$ cat src/rtl/usb3_skp_sched.sv
// TX lane scheduler: merges link-layer words with credited SKP words. Latency 1 cycle; in_ready drops while a SKP word is inserted.
// Optional macro USB3_SKP_INHIBIT_EN adds skp_inhibit, which holds off insertion while credits keep accruing.
module usb3_skp_sched #(
    parameter int unsigned INTERVAL_CYC = 177,
    parameter int unsigned MAX_PEND     = 4,
    parameter logic [31:0] IDLE_DATA    = 32'h0000_0000
) (
    input  logic        local_clk,
    input  logic        reset_n,
    input  logic        enable,
    input  logic [31:0] in_data,
    input  logic [3:0]  in_datak,
    input  logic        in_valid,
    input  logic        in_start,
    input  logic        in_end,
`ifdef USB3_SKP_INHIBIT_EN
    input  logic        skp_inhibit,
`endif
    output logic        in_ready,
    output logic [31:0] out_data,
    output logic [3:0]  out_datak,
    output logic        out_skp,
    output logic [2:0]  pend_cnt,
    output logic        err_skp_overflow
);

    localparam logic [7:0]  SYM_LAST = 8'(INTERVAL_CYC - 1);
    localparam logic [2:0]  PEND_MAX = 3'(MAX_PEND);
    localparam logic [31:0] SKP_WORD = 32'h3C3C_3C3C;

    logic [7:0]  sym_q, sym_d;
    logic [2:0]  pend_q, pend_d;
    logic        err_q, err_d;
    logic        open_q, open_d;
    logic [31:0] data_q, data_d;
    logic [3:0]  datak_q, datak_d;
    logic        skp_q, skp_d;

    logic inhibit;
    logic ins;
    logic accept;
    logic credit;

`ifdef USB3_SKP_INHIBIT_EN
    assign inhibit = skp_inhibit;
`else
    assign inhibit = 1'b0;
`endif

    // SKP only goes out between packets, so a start word offered alongside a pending credit waits.
    assign ins      = enable & (pend_q != 3'd0) & ~open_q & ~inhibit;
    assign in_ready = ~ins;
    assign accept   = in_valid & ~ins;
    assign credit   = enable & (sym_q == SYM_LAST);

    always_comb begin
        sym_d   = sym_q;
        pend_d  = pend_q;
        err_d   = err_q;
        open_d  = open_q;
        data_d  = IDLE_DATA;
        datak_d = 4'h0;
        skp_d   = 1'b0;

        if (!enable) begin
            sym_d  = 8'd0;
            pend_d = 3'd0;
        end else begin
            sym_d = credit ? 8'd0 : sym_q + 8'd1;
            if (credit && !ins) begin
                if (pend_q == PEND_MAX) err_d  = 1'b1;
                else                    pend_d = pend_q + 3'd1;
            end else if (!credit && ins) begin
                pend_d = pend_q - 3'd1;
            end
        end

        if (accept) begin
            if (in_end)        open_d = 1'b0;
            else if (in_start) open_d = 1'b1;
        end

        if (ins) begin
            data_d  = SKP_WORD;
            datak_d = 4'hF;
            skp_d   = 1'b1;
        end else if (accept) begin
            data_d  = in_data;
            datak_d = in_datak;
        end
    end

    always_ff @(posedge local_clk) begin
        if (!reset_n) begin
            sym_q   <= 8'd0;
            pend_q  <= 3'd0;
            err_q   <= 1'b0;
            open_q  <= 1'b0;
            data_q  <= IDLE_DATA;
            datak_q <= 4'h0;
            skp_q   <= 1'b0;
        end else begin
            sym_q   <= sym_d;
            pend_q  <= pend_d;
            err_q   <= err_d;
            open_q  <= open_d;
            data_q  <= data_d;
            datak_q <= datak_d;
            skp_q   <= skp_d;
        end
    end

    assign out_data         = data_q;
    assign out_datak        = datak_q;
    assign out_skp          = skp_q;
    assign pend_cnt         = pend_q;
    assign err_skp_overflow = err_q;

endmodule

$ cat config.mk
export PLATFORM = sky130hd
export DESIGN_NAME = usb3_skp_sched
export DESIGN_NICKNAME = d
export VERILOG_FILES = /design/src/rtl/usb3_skp_sched.sv
export SDC_FILE = /design/constraint.sdc
export NUM_CORES = 1
export LEC_CHECK = 0
export CAP_MARGIN = 5
export CORE_MARGIN = 2
export CORE_UTILIZATION = 39
export DETAILED_ROUTE_END_ITERATION = 10
export PLACE_DENSITY = 0.78
export SETUP_SLACK_MARGIN = 0.2
export SKIP_LAST_GASP = 1
export SYNTH_ARGS = -nofsm -noshare
export SYNTH_HDL_FRONTEND = slang
export SYNTH_SLANG_ARGS = --single-unit
$ cat constraint.sdc
create_clock -name local_clk -period 2.1 [get_ports local_clk]
set_input_delay 0.21 -clock local_clk [delete_from_list [all_inputs] [get_ports local_clk]]
set_output_delay 0.21 -clock local_clk [all_outputs]
set_load 0.03 [all_outputs]
==> flow_metrics.tcl, run 1 <==
set metrics [dict create \
    wl_per_cell_um 13.1 \
    place_congestion 0.769 \
    dr.first_iter.drc_count 80 \
    slew_headroom_pct 74.7 \
    port-buffer-count 83 \
    min_period_ns 1.88 \
    rrSetupSlack_ns 0.22 \
    track_usage_pct 17.0 \
    start_util_pct 39.7 \
    ff2ff_path_depth 10 \
    numCtsBuffers 5 \
    crit_path_max_fanout 3 \
    min-delay-path-class "input pin to register" \
    antenna_cells 0 \
    rsz0062_at_grt "yes" \
    cts.clk_slew.worst_paths_ns 0.09 \
    synth.net_count 198 \
    layout-drive-gt1-share_pct 14.1 \
    mostFrequentLayoutCells "clkdlybuf4s50_1, dfxtp_1, a21o_1" \
    die_area_sq_mm 0.00492 \
    preCtsSetupSlack_ns -0.00389 \
    die_h_um 70.1 \
    synth-seq-area-share_pct 58.7 \
    crit_slowest_cell "dfxtp_2" \
    drt-total-wl_um 3960 \
    area_growth_pct 61.6 \
    power_density_mw_per_mm2 667 \
    cts.path.max_buffers 2 \
    drv.max_cap_violation_count 0 \
    yosys_warnings 0 \
    synth_area_leaders "dfxtp_1, a21o_1, and2_1" \
    synth_edf_count 0 \
    critPathMaxStageDelay_ns 0.33 \
    critical_path.startpoint "sym_q[0]$_SDFF_PP0_" \
    antenna_found_initial 0 \
    io_pins 84 \
    ir_drop_mv 0.448 \
    crit_type "register to register" \
    drcViolationCount 0 \
    num_vias 1399 \
    finalHoldViolCount 0 \
    skew_ns 0.00513 \
    async_flop_share_pct 0 \
    grt_pass1_wl_um 6550 \
    synth_flop_cell "dfxtp_1" \
    netlist-cell-type-count 34 \
    syn_inst 153 \
    grt_pass1_vias 1451 \
    synth_area_sq_mm 0.00171 \
    whs_ns 0.456 \
    chipWidth_um 70.1 \
    htreeDepth 2 \
    finalSetupViolCount 0 \
    tns_ns 0 \
    path_cells "inv_1 -> ha_1 -> nor4b_4 -> nand2_2 -> nor2_2 -> xnor2_1 -> ha_2 -> nor2_1 -> a22oi_2 -> mux2i_1" \
    row_count 24 \
    status "completed" \
    coreArea_sq_mm 0.00429 \
    worstPathArrival_ns 2.12 \
    dpl_cell_area_sq_mm 0.00259 \
    clkLatencyLatePin_ns 0.30 \
    clkSinkCount 50 \
    min_to "out_data[8]$_SDFF_PP0_" \
    dp_hpwl_um 2860 \
    nets 293 \
    worst_slack_ns 0.217 \
    tightestPinTransition_ns 0.379 \
    grt_max_degree 31 \
    p_leak_nw 1.21 \
    synth_area_leader_cell "dfxtp_1" \
    rr_startpoint "sym_q[0]$_SDFF_PP0_" \
    grt_overflow 0 \
    hold_buffers 0 \
    final_common_cell "clkdlybuf4s50_1" \
    syn_avg_cell_area_sq_um 11.1 \
    clockRootBuffer "clkbuf_8" \
    ys_seq_elements 50 \
    fmax_mhz 531 \
    cts_tree "yes" \
    stdcell_area_sq_mm 0.00276 \
    ant_nets 0 \
    synth_top_area_share_pct 58.7 \
    crit_path_end_kind "register" \
    finalCritPeriodShare_pct 89.7 \
    whs_path_depth 2 \
    worstHoldStart "in_data[8]" \
    fillers 364 \
    start_kind "register" \
    crit_required_ns 2.34 \
    drtPass1Iterations 4 \
    drv_slew 0 \
    rr_endpoint "pend_cnt[2]$_SDFFE_PN0P_" \
    via_per_inst 4.65 \
]
## stage by stage
step,utilization (%),power [W],cells
floorplan,-,0.00112,153
global placement,60.2,0.00125,286
detailed placement,60.2,0.00126,286
CTS,63.7,0.00186,300
global route,64.2,0.00191,301
finish,64.2,0.00184,301
## worst max path at each step
stage,endpoint,slack [ns],depth (start not counted)
final,pend_cnt[2]$_SDFFE_PN0P_,0.22,10
after global routing,pend_cnt[2]$_SDFFE_PN0P_,0.08,10
after detailed placement,pend_cnt[2]$_SDFFE_PN0P_,-0.004,9
after floorplan,pend_cnt[2]$_SDFFE_PN0P_,0.37,10
after CTS,pend_cnt[2]$_SDFFE_PN0P_,0.20,10
after global placement,pend_cnt[2]$_SDFFE_PN0P_,0.08,9
## cells in the mapped netlist (all sizes together) (2+ instances only)
master and instances:
a21o 20, xor2 4, buf 5, ha 3, nand3 4, or3b 2
and2 17, dfxtp 50, inv 5, o21a 2, and3 2, nor2 14
nand2 4, nor3 4, xnor2 3
## final cells by class
class                           instances  area (sq um)  area share, %
Clock buffer                            6          82.6           3.00
Clock inverter                          2          16.3          0.590
Inverter                                5          18.8          0.681
Multi-Input combinational cell         92           658           23.9
Sequential cell                        50          1000           36.4
Tap cell                               52          65.1           2.36
Timing Repair Buffer                   94           912           33.1
## worst max-delay path: cells and delay by family (launching register included)
family / cells / cell delay [ns]
AOI/OAI and AO/OA: 1 / 0.16
xor gates and xnor gates: 1 / 0.13
adders and majority gates: 2 / 0.36
buffers and inverters: 1 / 0.05
DFF: 1 / 0.33
muxes: 1 / 0.20
and+or+nand+nor: 4 / 0.61
## where the power goes
part	leakage (nW)	total, W	internal, W	switching, W
Clock	0.0478	0.000599	0.000272	0.000327
Combinational	0.752	0.000252	0.000143	0.000109
Sequential	0.410	0.000987	0.000979	0.00000812
Total	1.21	0.00184	0.00139	0.000445
## registers in the layout (all words and copies together) (netlist names)
name	count
err_skp_overflow	1
open_q	1
out_data	32
out_datak	4
out_skp	1
pend_cnt	3
sym_q	8
## per-layer routing
layer  up-vias  routed length, um  GRT usage (%)
li1        695                  -              -
met1       640               1490           17.1
met2        54               2110           29.5
met3        10                285           7.79
met4         0                 70           8.12
met5         -                  0              0
## logic make-up (layout without fill, tap and decap cells)
family	after synthesis	in the layout	share of synthesized area, %
DFF	50	50	58.7
adders and majority gates	3	3	2.20
and+or+nand+nor	52	52	17.9
xor gates and xnor gates	7	7	3.60
AOI/OAI and AO/OA	29	29	13.3
muxes	1	1	0.587
buffers and inverters	11	107	3.74
## timing repair
item,in CTS,in global routing
pin swaps,4,1
endpoints found under the setup margin,2,10
resized for setup,4,4
buffers inserted,6,1
Power figures use the tool's default switching activity.
==> run 2: changes to the inputs <==
- clock period: 2.1 -> 2 ns (I/O delays scaled with it)
==> run 2 against run 1 <==
- fmax increased by 6.8%
- power up 1.1%
- register-to-register slack gained 0.02 ns
- utilization down 0.15 points
- non-clock buffer count did not move
- via count shrank 1.4%
==> flow_metrics.tcl, run 2 (synthesized netlist as in run 1, its figures left out) <==
set metrics [dict create \
    status "completed" \
    area_growth_pct 61.3 \
    coreArea_sq_mm 0.00429 \
    numCtsBuffers 5 \
    critical_path_buf_inv_count 2 \
    cts.clk_slew.worst_paths_ns 0.09 \
    clkLatencyLatePin_ns 0.30 \
    slew_headroom_pct 76.5 \
    port-buffer-count 83 \
    io_pins 84 \
    crit_family "simple AND/OR/NAND/NOR gates" \
    tightestPinTransition_ns 0.352 \
    crit_required_ns 2.23 \
    die_h_um 70.1 \
    grt_max_degree 26 \
    drtPass1Iterations 4 \
    finalSetupViolCount 0 \
    crit_path_max_fanout 2 \
    ant_nets 0 \
    grt_pass1_vias 1346 \
    crit_slowest_cell "dfxtp_2" \
    rsz0062_at_grt "yes" \
    tns_ns 0 \
    finalCritPeriodShare_pct 88.2 \
    ir_drop_mv 0.534 \
    whs_ns 0.449 \
    worstPathArrival_ns 1.99 \
    rr_endpoint "pend_cnt[2]$_SDFFE_PN0P_" \
    chipWidth_um 70.1 \
    preCtsSetupSlack_ns -0.0196 \
    mostFrequentLayoutCells "clkdlybuf4s50_1, dfxtp_1, a21o_1" \
    via_per_inst 4.58 \
    antenna_cells 0 \
    cts_tree "yes" \
    rrSetupSlack_ns 0.24 \
    layout-drive-gt1-share_pct 14.1 \
    drcViolationCount 0 \
    antenna_found_initial 0 \
    drv.max_cap_violation_count 0 \
    dr.first_iter.drc_count 51 \
    worstHoldStart "in_data[9]" \
    grt_pass1_wl_um 6050 \
    min_period_ns 1.76 \
    start_util_pct 39.7 \
    fillers 383 \
    min-delay-path-class "input pin to register" \
    drv_slew 0 \
    grt_overflow 0 \
    place_congestion 0.757 \
    fin_util_pct 64.0 \
    start_kind "register" \
    p_leak_nw 1.21 \
    cts.path.max_buffers 2 \
    worst_slack_ns 0.236 \
    power_density_mw_per_mm2 675 \
    finalHoldViolCount 0 \
    final_common_cell "clkdlybuf4s50_1" \
    largest_reg_flops 32 \
    clkSinkCount 50 \
    path_cells "inv_2 -> ha_4 -> nor4b_4 -> nand2_1 -> nor2_2 -> xnor2_1 -> ha_2 -> buf_4 -> a22oi_2 -> mux2i_1" \
    crit_type "register to register" \
    skew_ns 0.00771 \
    crit_path_end_kind "register" \
    clockRootBuffer "clkbuf_8" \
    whs_path_depth 2 \
    drt-total-wl_um 3680 \
    dpl_cell_area_sq_mm 0.00260 \
    stdcell_area_sq_mm 0.00275 \
    dp_hpwl_um 2720 \
    wl_per_cell_um 12.2 \
    track_usage_pct 15.6 \
    ff2ff_path_depth 10 \
    min_to "out_data[9]$_SDFF_PP0_" \
    num_vias 1379 \
    row_count 24 \
    critPathMaxStageDelay_ns 0.33 \
    fmax_mhz 567 \
    htreeDepth 2 \
    hold_buffers 0 \
    die_area_sq_mm 0.00492 \
    nets 293 \
    rr_startpoint "sym_q[1]$_SDFF_PP0_" \
]
## run 2: cell type report
type                    count  area (sq um)  share of cell area, %
clock buffers               6          72.6                   2.64
clock inverters             2          13.8                  0.500
inverters                   5          18.8                  0.682
multi-input cells          92           663                   24.1
flip-flops and latches     50          1000                   36.5
well taps                  52          65.1                   2.37
repair buffers             94           913                   33.2
## run 2: worst max-delay path by stage
stage                             start                        to  slack [ns]  depth (start not counted)
floorplan           sym_q[0]$_SDFF_PP0_  pend_cnt[2]$_SDFFE_PN0P_        0.27                         10
finish              sym_q[1]$_SDFF_PP0_  pend_cnt[2]$_SDFFE_PN0P_        0.24                         10
CTS                 sym_q[1]$_SDFF_PP0_  pend_cnt[2]$_SDFFE_PN0P_        0.18                         10
global route        sym_q[0]$_SDFF_PP0_  pend_cnt[2]$_SDFFE_PN0P_        0.11                         10
detailed placement               enable  pend_cnt[2]$_SDFFE_PN0P_       -0.02                          9
global placement                 enable  pend_cnt[2]$_SDFFE_PN0P_        0.06                          9
## run 2: metal layers
metal,vias to the layer above,share of wire (%),global-route usage (%)
li1,699,-,-
met1,631,39,16.9
met2,43,52,26.3
met3,6,7.0,6.49
met4,0,2.0,7.05
met5,-,0,0
## run 2: metrics by stage
stage	std cells	total power, W
2_1_floorplan	153	0.00117
6_report	301	0.00186
5_1_grt	301	0.00195
3_3_place_gp	288	0.00131
4_1_cts	299	0.00188
3_5_place_dp	288	0.00132
## run 2: what timing repair did
item                       CTS  global route
pin swaps                    5             4
buffers inserted             3             2
resized for setup            7             4
setup endpoints to repair    2             2
## run 2: worst register-to-register path, cell delays in order, from the launching register on
cell and delay, ns:
dfxtp_2 0.33, inv_2 0.07, ha_4 0.12, nor4b_4 0.21, nand2_1 0.12, nor2_2 0.11, xnor2_1 0.07, ha_2 0.18
buf_4 0.13, a22oi_2 0.17, mux2i_1 0.19
## run 2: power breakdown
group	total, W	internal (W)	switching [W]
Combinational	0.000266	0.000152	0.000115
Clock	0.000554	0.000247	0.000307
Sequential	0.00104	0.00103	0.00000912
Total	0.00186	0.00143	0.000431
==> run 3: changes to the inputs <==
- CTS_CLUSTER_DIAMETER: not set -> 60
==> results of run 3 <==
Same layout as run 2: the final DEF is identical, and so are final timing and power.
